<file path="config.mk">
export PLATFORM = sky130hd
export DESIGN_NAME = cook_timer_control
export DESIGN_NICKNAME = d
export VERILOG_FILES = /design/src/rtl/cook_timer_control_pkg.sv /design/src/rtl/rise_detect.sv /design/src/rtl/cook_timer_control.sv
export SDC_FILE = /design/constraint.sdc
export NUM_CORES = 1
export LEC_CHECK = 0
export CAP_MARGIN = 10
export CORE_MARGIN = 2
export CORE_UTILIZATION = 41
export DETAILED_ROUTE_END_ITERATION = 16
export PLACE_DENSITY = 0.78
export RECOVER_POWER = 100
export SETUP_SLACK_MARGIN = 0.5
export SYNTH_ARGS = -nofsm -noshare
export SYNTH_HDL_FRONTEND = slang
export SYNTH_SLANG_ARGS = --single-unit
</file>
<file path="constraint.sdc">
create_clock -name clk -period 1.5 [get_ports clk]
set_input_delay 0.15 -clock clk [delete_from_list [all_inputs] [get_ports clk]]
set_output_delay 0.15 -clock clk [all_outputs]
set_load 0.1 [all_outputs]
</file>
<file path="src/rtl/cook_timer_control_pkg.sv">
// Shared definitions for the cook timer controller and the counter benches:
// FSM state codes and default timing constants.
package cook_timer_control_pkg;

    localparam int unsigned STATE_W         = 3;
    localparam int unsigned DONE_CYCLES_DEF = 8;
    localparam int unsigned BEEP_DIV_DEF    = 2;

    typedef enum logic [STATE_W-1:0] {
        ST_IDLE  = 3'd0,
        ST_SET   = 3'd1,
        ST_COOK  = 3'd2,
        ST_PAUSE = 3'd3,
        ST_DONE  = 3'd4
    } state_t;

endpackage

</file>
<file path="src/rtl/rise_detect.sv">
// 1-bit rising-edge detector: registered history, pulse high for the cycle
// where the input is 1 and was 0 on the previous edge.
module rise_detect (
    input  logic clk,
    input  logic clr,
    input  logic din,
    output logic rise_c
);

    logic din_q;

    always_ff @(posedge clk or posedge clr) begin
        if (clr) din_q <= 1'b0;
        else     din_q <= din;
    end

    assign rise_c = din & ~din_q;

endmodule

</file>
<file path="src/rtl/cook_timer_control.sv">
// Microwave cook timer control FSM (IDLE/SET/COOK/PAUSE/DONE) with registered
// outputs. Optional done-alarm beep generator when COOK_BEEP_EN is defined.
module cook_timer_control
    import cook_timer_control_pkg::*;
#(
    parameter int unsigned DONE_CYCLES = DONE_CYCLES_DEF
`ifdef COOK_BEEP_EN
    ,
    parameter int unsigned BEEP_DIV    = BEEP_DIV_DEF
`endif
) (
    input  logic               clk,
    input  logic               clr,
    input  logic               key_valid,
    input  logic               start,
    input  logic               stop,
    input  logic               door_closed,
    input  logic               sec_tick,
    input  logic               zero,
    output logic               loadn,
    output logic               cnt_clrn,
    output logic               cnt_enable,
    output logic               mag_on,
    output logic [STATE_W-1:0] state
`ifdef COOK_BEEP_EN
    ,
    output logic               beep
`endif
);

    localparam int unsigned DONE_W = $clog2(DONE_CYCLES + 1);

    state_t            state_q;
    state_t            state_nxt;
    logic [DONE_W-1:0] done_cnt;
    logic              key_rise_c;
    logic              load_c;
    logic              clear_c;
    logic              done_last_c;

    rise_detect u_key_rise (
        .clk    (clk),
        .clr    (clr),
        .din    (key_valid),
        .rise_c (key_rise_c)
    );

    assign done_last_c = (done_cnt == DONE_W'(DONE_CYCLES - 1));

    // Next state plus the one-cycle load/clear events it implies; stop beats
    // key entry, key entry beats start.
    always_comb begin
        state_nxt = state_q;
        load_c    = 1'b0;
        clear_c   = 1'b0;
        case (state_q)
            ST_IDLE: begin
                if (key_rise_c) begin
                    state_nxt = ST_SET;
                    load_c    = 1'b1;
                end
            end
            ST_SET, ST_PAUSE: begin
                if (stop) begin
                    state_nxt = ST_IDLE;
                    clear_c   = 1'b1;
                end else if (key_rise_c) begin
                    state_nxt = ST_SET;
                    load_c    = 1'b1;
                end else if (start && door_closed && !zero) begin
                    state_nxt = ST_COOK;
                end
            end
            ST_COOK: begin
                if (zero)                      state_nxt = ST_DONE;
                else if (stop || !door_closed) state_nxt = ST_PAUSE;
            end
            ST_DONE: begin
                if (done_last_c) begin
                    state_nxt = ST_IDLE;
                    clear_c   = 1'b1;
                end
            end
            default: state_nxt = ST_IDLE;
        endcase
    end

    always_ff @(posedge clk or posedge clr) begin
        if (clr) begin
            state_q    <= ST_IDLE;
            loadn      <= 1'b1;
            cnt_clrn   <= 1'b0;
            cnt_enable <= 1'b0;
            mag_on     <= 1'b0;
            done_cnt   <= '0;
        end else begin
            state_q    <= state_nxt;
            loadn      <= ~load_c;
            cnt_clrn   <= ~clear_c;
            // Decrement only while cooking continues past this edge.
            cnt_enable <= sec_tick && (state_q == ST_COOK) && (state_nxt == ST_COOK);
            mag_on     <= (state_nxt == ST_COOK);
            if (state_q == ST_DONE && !done_last_c) done_cnt <= done_cnt + DONE_W'(1);
            else                                    done_cnt <= '0;
        end
    end

    assign state = state_q;

`ifdef COOK_BEEP_EN
    localparam int unsigned BEEP_W = (BEEP_DIV > 1) ? $clog2(BEEP_DIV) : 1;

    logic [BEEP_W-1:0] beep_cnt;

    // Square-wave alarm while the FSM stays in DONE; silent otherwise.
    always_ff @(posedge clk or posedge clr) begin
        if (clr) begin
            beep     <= 1'b0;
            beep_cnt <= '0;
        end else if (state_q == ST_DONE && state_nxt == ST_DONE) begin
            if (beep_cnt == BEEP_W'(BEEP_DIV - 1)) begin
                beep     <= ~beep;
                beep_cnt <= '0;
            end else begin
                beep_cnt <= beep_cnt + BEEP_W'(1);
            end
        end else begin
            beep     <= 1'b0;
            beep_cnt <= '0;
        end
    end
`endif

endmodule
</file>
==> results <==
[layer usage]
layer | wire length (um) | part of all wire (%) | up-vias
li1 | - | - | 234
met5 | 0 | 0 | -
met4 | 12 | 0.95 | 0
met2 | 631 | 50 | 8
met3 | 31 | 2.5 | 2
met1 | 584 | 46 | 231
[cell usage in the layout (no fill, tap or decap), types with 3 or more instances in the layout]
cell and n:
nand3b_1 4, clkbuf_2 3, a21oi_1 3, dfrtp_4 3
nor2_1 3, clkdlybuf4s50_1 5, dfrtp_1 6, buf_4 6
nand2_1 3, clkbuf_4 7
[through the flow]
stage / worst slack, ps / utilization [%] / cell area, um2 / power [mW]
after floorplan: -128 / - / 599 / 0.480
after global placement: -63.1 / 66.3 / 873 / 0.581
after detailed placement: -84.3 / 66.3 / 873 / 0.584
after CTS: 44.8 / 71.6 / 943 / 0.850
after global routing: -21.3 / 65.5 / 863 / 0.842
final: 33.8 / 65.5 / 863 / 0.803
[flip-flops by register name, summed over array words and instances, names as in the netlist]
name,cells
state,3
mag_on,1
done_cnt,4
loadn,1
cnt_enable,1
cnt_clrn,1
u_key_rise.din_q,1
[worst min-delay path by stage]
stage | start | to | slack, ps | cells past startpoint
final | clr | done_cnt[2] | 320 | 2
after global routing | clr | done_cnt[2] | 360 | 2
after CTS | clr | done_cnt[2] | 190 | 2
after detailed placement | done_cnt[0] | done_cnt[0] | 450 | 1
after global placement | done_cnt[0] | done_cnt[0] | 450 | 1
after floorplan | clr | done_cnt[0] | 10 | 1
[critical path, delay by kind of cell, from the launching register on]
kind                   cells  cell delay [ps]
and+or+nand+nor            2              540
DFF                        1              500
AOI/OAI and AO/OA          1              190
buffers and inverters      1              140
[power by group]
part	leakage, nW	total (mW)	switching (mW)	internal (mW)
Sequential	0.149	0.349	0.00705	0.342
Clock	0.0210	0.253	0.106	0.147
Combinational	0.244	0.202	0.135	0.0664
[cell families after synthesis]
family          Yosys count  synth area share (%)
compound gates            7                  9.48
xor+xnor                  2                  3.02
fa+ha+maj                 1                  2.15
buf+inv                   3                  1.94
flops                    12                  51.9
simple gates             26                  31.5
[cell type report]
class                      instances  area [um2]
tap                               15        18.8
inverter                           3        11.3
clock buffer                       4        36.3
fill                             103         454
timing repair buffer              22         190
sequential                        12         315
multi-input combinational         36         292
[repair_timing]
| action | in CTS | in global routing |
|---|---|---|
| endpoints found under the hold margin | 0 | 0 |
| gates resized for setup | 6 | 7 |
| pin swaps | 4 | 5 |
| setup endpoints to repair | 17 | 18 |
| buffers inserted | 1 | 1 |
| gates cloned | 0 | 0 |
| hold buffers | 0 | 0 |
==> metrics.csv <==
metric,value,unit
Post-synth EDFFs,0,
Critical Path RT,1670,ps
Worst Path Arrival,1640,ps
Mapped Area,581,um2
met2 usage,28.1,%
drt pass-1 iters,2,
Max Cap Viol,0,
Critical Path End Type,flip-flop,
Clock transition at path regs,80,ps
CTS tree,done,
most frequent cell after synthesis,dfrtp_1,
die width,41.6,um
Die H,41.6,um
Rows,13,
final setup vio count,0,
Final Cycle Share,97.7,%
VDD IR max,0.000669,V
Worst-Skew Late Latency,260,ps
initial antenna violation count,0,
largest cells by area after synthesis,"dfrtp_1, nand3b_1, dfstp_2, nor3b_1, nand3b_4",
Fmax,682,MHz
hold crit path type,in -> async,
Antenna Nets Post-Route,0,
vias in the first global route,494,
GRT Residual Overflow,0,
Diodes inserted,0,
pin count of the biggest net entering global routing,13,
Static Leak,0.413,nW
Synth-to-Final Area Change,48.7,%
gate count after technology mapping,51,
max-slew violations,0,
"top cells by count, synth","dfrtp_1, nand2_1, nand3b_1, nor2_1",
Port Buffers,14,
Setup TNS,0,ps
routed len/inst,13.7,um
cell-by-cell trace of the critical path,"buf_8, nor3b_2, a41oi_1, nor4b_2",
post-synthesis sequential area ratio,51.9,%
r2r setup slk,30,ps
met1 global-route usage,19.2,%
DP Cell Count,86,
Worst Max-Slew Pin Slew,544,ps
CP peak stage delay,500,ps
Synth Net Count,60,
DRC viols,0,
power density over the cells,931,mW/mm2
root buffer cell,clkbuf_4,
post-synth top area cell,dfrtp_1,
Tot GR Track Use,16.6,%
vias,475,
Worst slew margin,63.9,%
H-tree levels,1,
final hold viol count,0,
Setup CP Type,reg -> reg,
Unique masters post-synth,23,
Post-Syn Area per Cell,11.4,um2
GR peak layer,met2,
Worst Setup SP,state[2],
Clock Skew,0.587,ps
final hold slack,318,ps
Initial Utilization,44.1,%
CP max FO,8,
Synth top area share,47.4,%
Core Area,0.00132,mm2
RSZ-0062 raised after global routing,true,
outcome,"finished, final reports clean",
Top Ports,15,
drt total wl,1.26,mm
R2R cell count,4,
DRT iter0 DRCs,5,
CP Capture Point,cnt_enable,
GR met3 Demand/Resource,6.09,%
full die area,0.00173,mm2
Ys Warns,0,
first-pass GRT wire length,2.16,mm
vias per inst,5.16,
reg-to-reg critical path endpoint,cnt_enable,
# nets final,87,
r2r startpoint,state[2],
"Async S/R FF share, synth",100,%
slowest CP cell,dfrtp_4,
Final Non-Filler Cells,92,
Critical Path Source Type,flip-flop,
clk sinks,12,
share of post-route cells with drive strength above 1,45.5,%
TritonCTS Buffers,3,
clk buf depth,2,
Main synth FF type,dfrtp_1,
post-route minimum period,1470,ps
Final Wtd Congestion,0.767,
Yosys reg bits,12,
dpl hpwl,932,um
No activity file was read; power rests on OpenSTA's default activity.
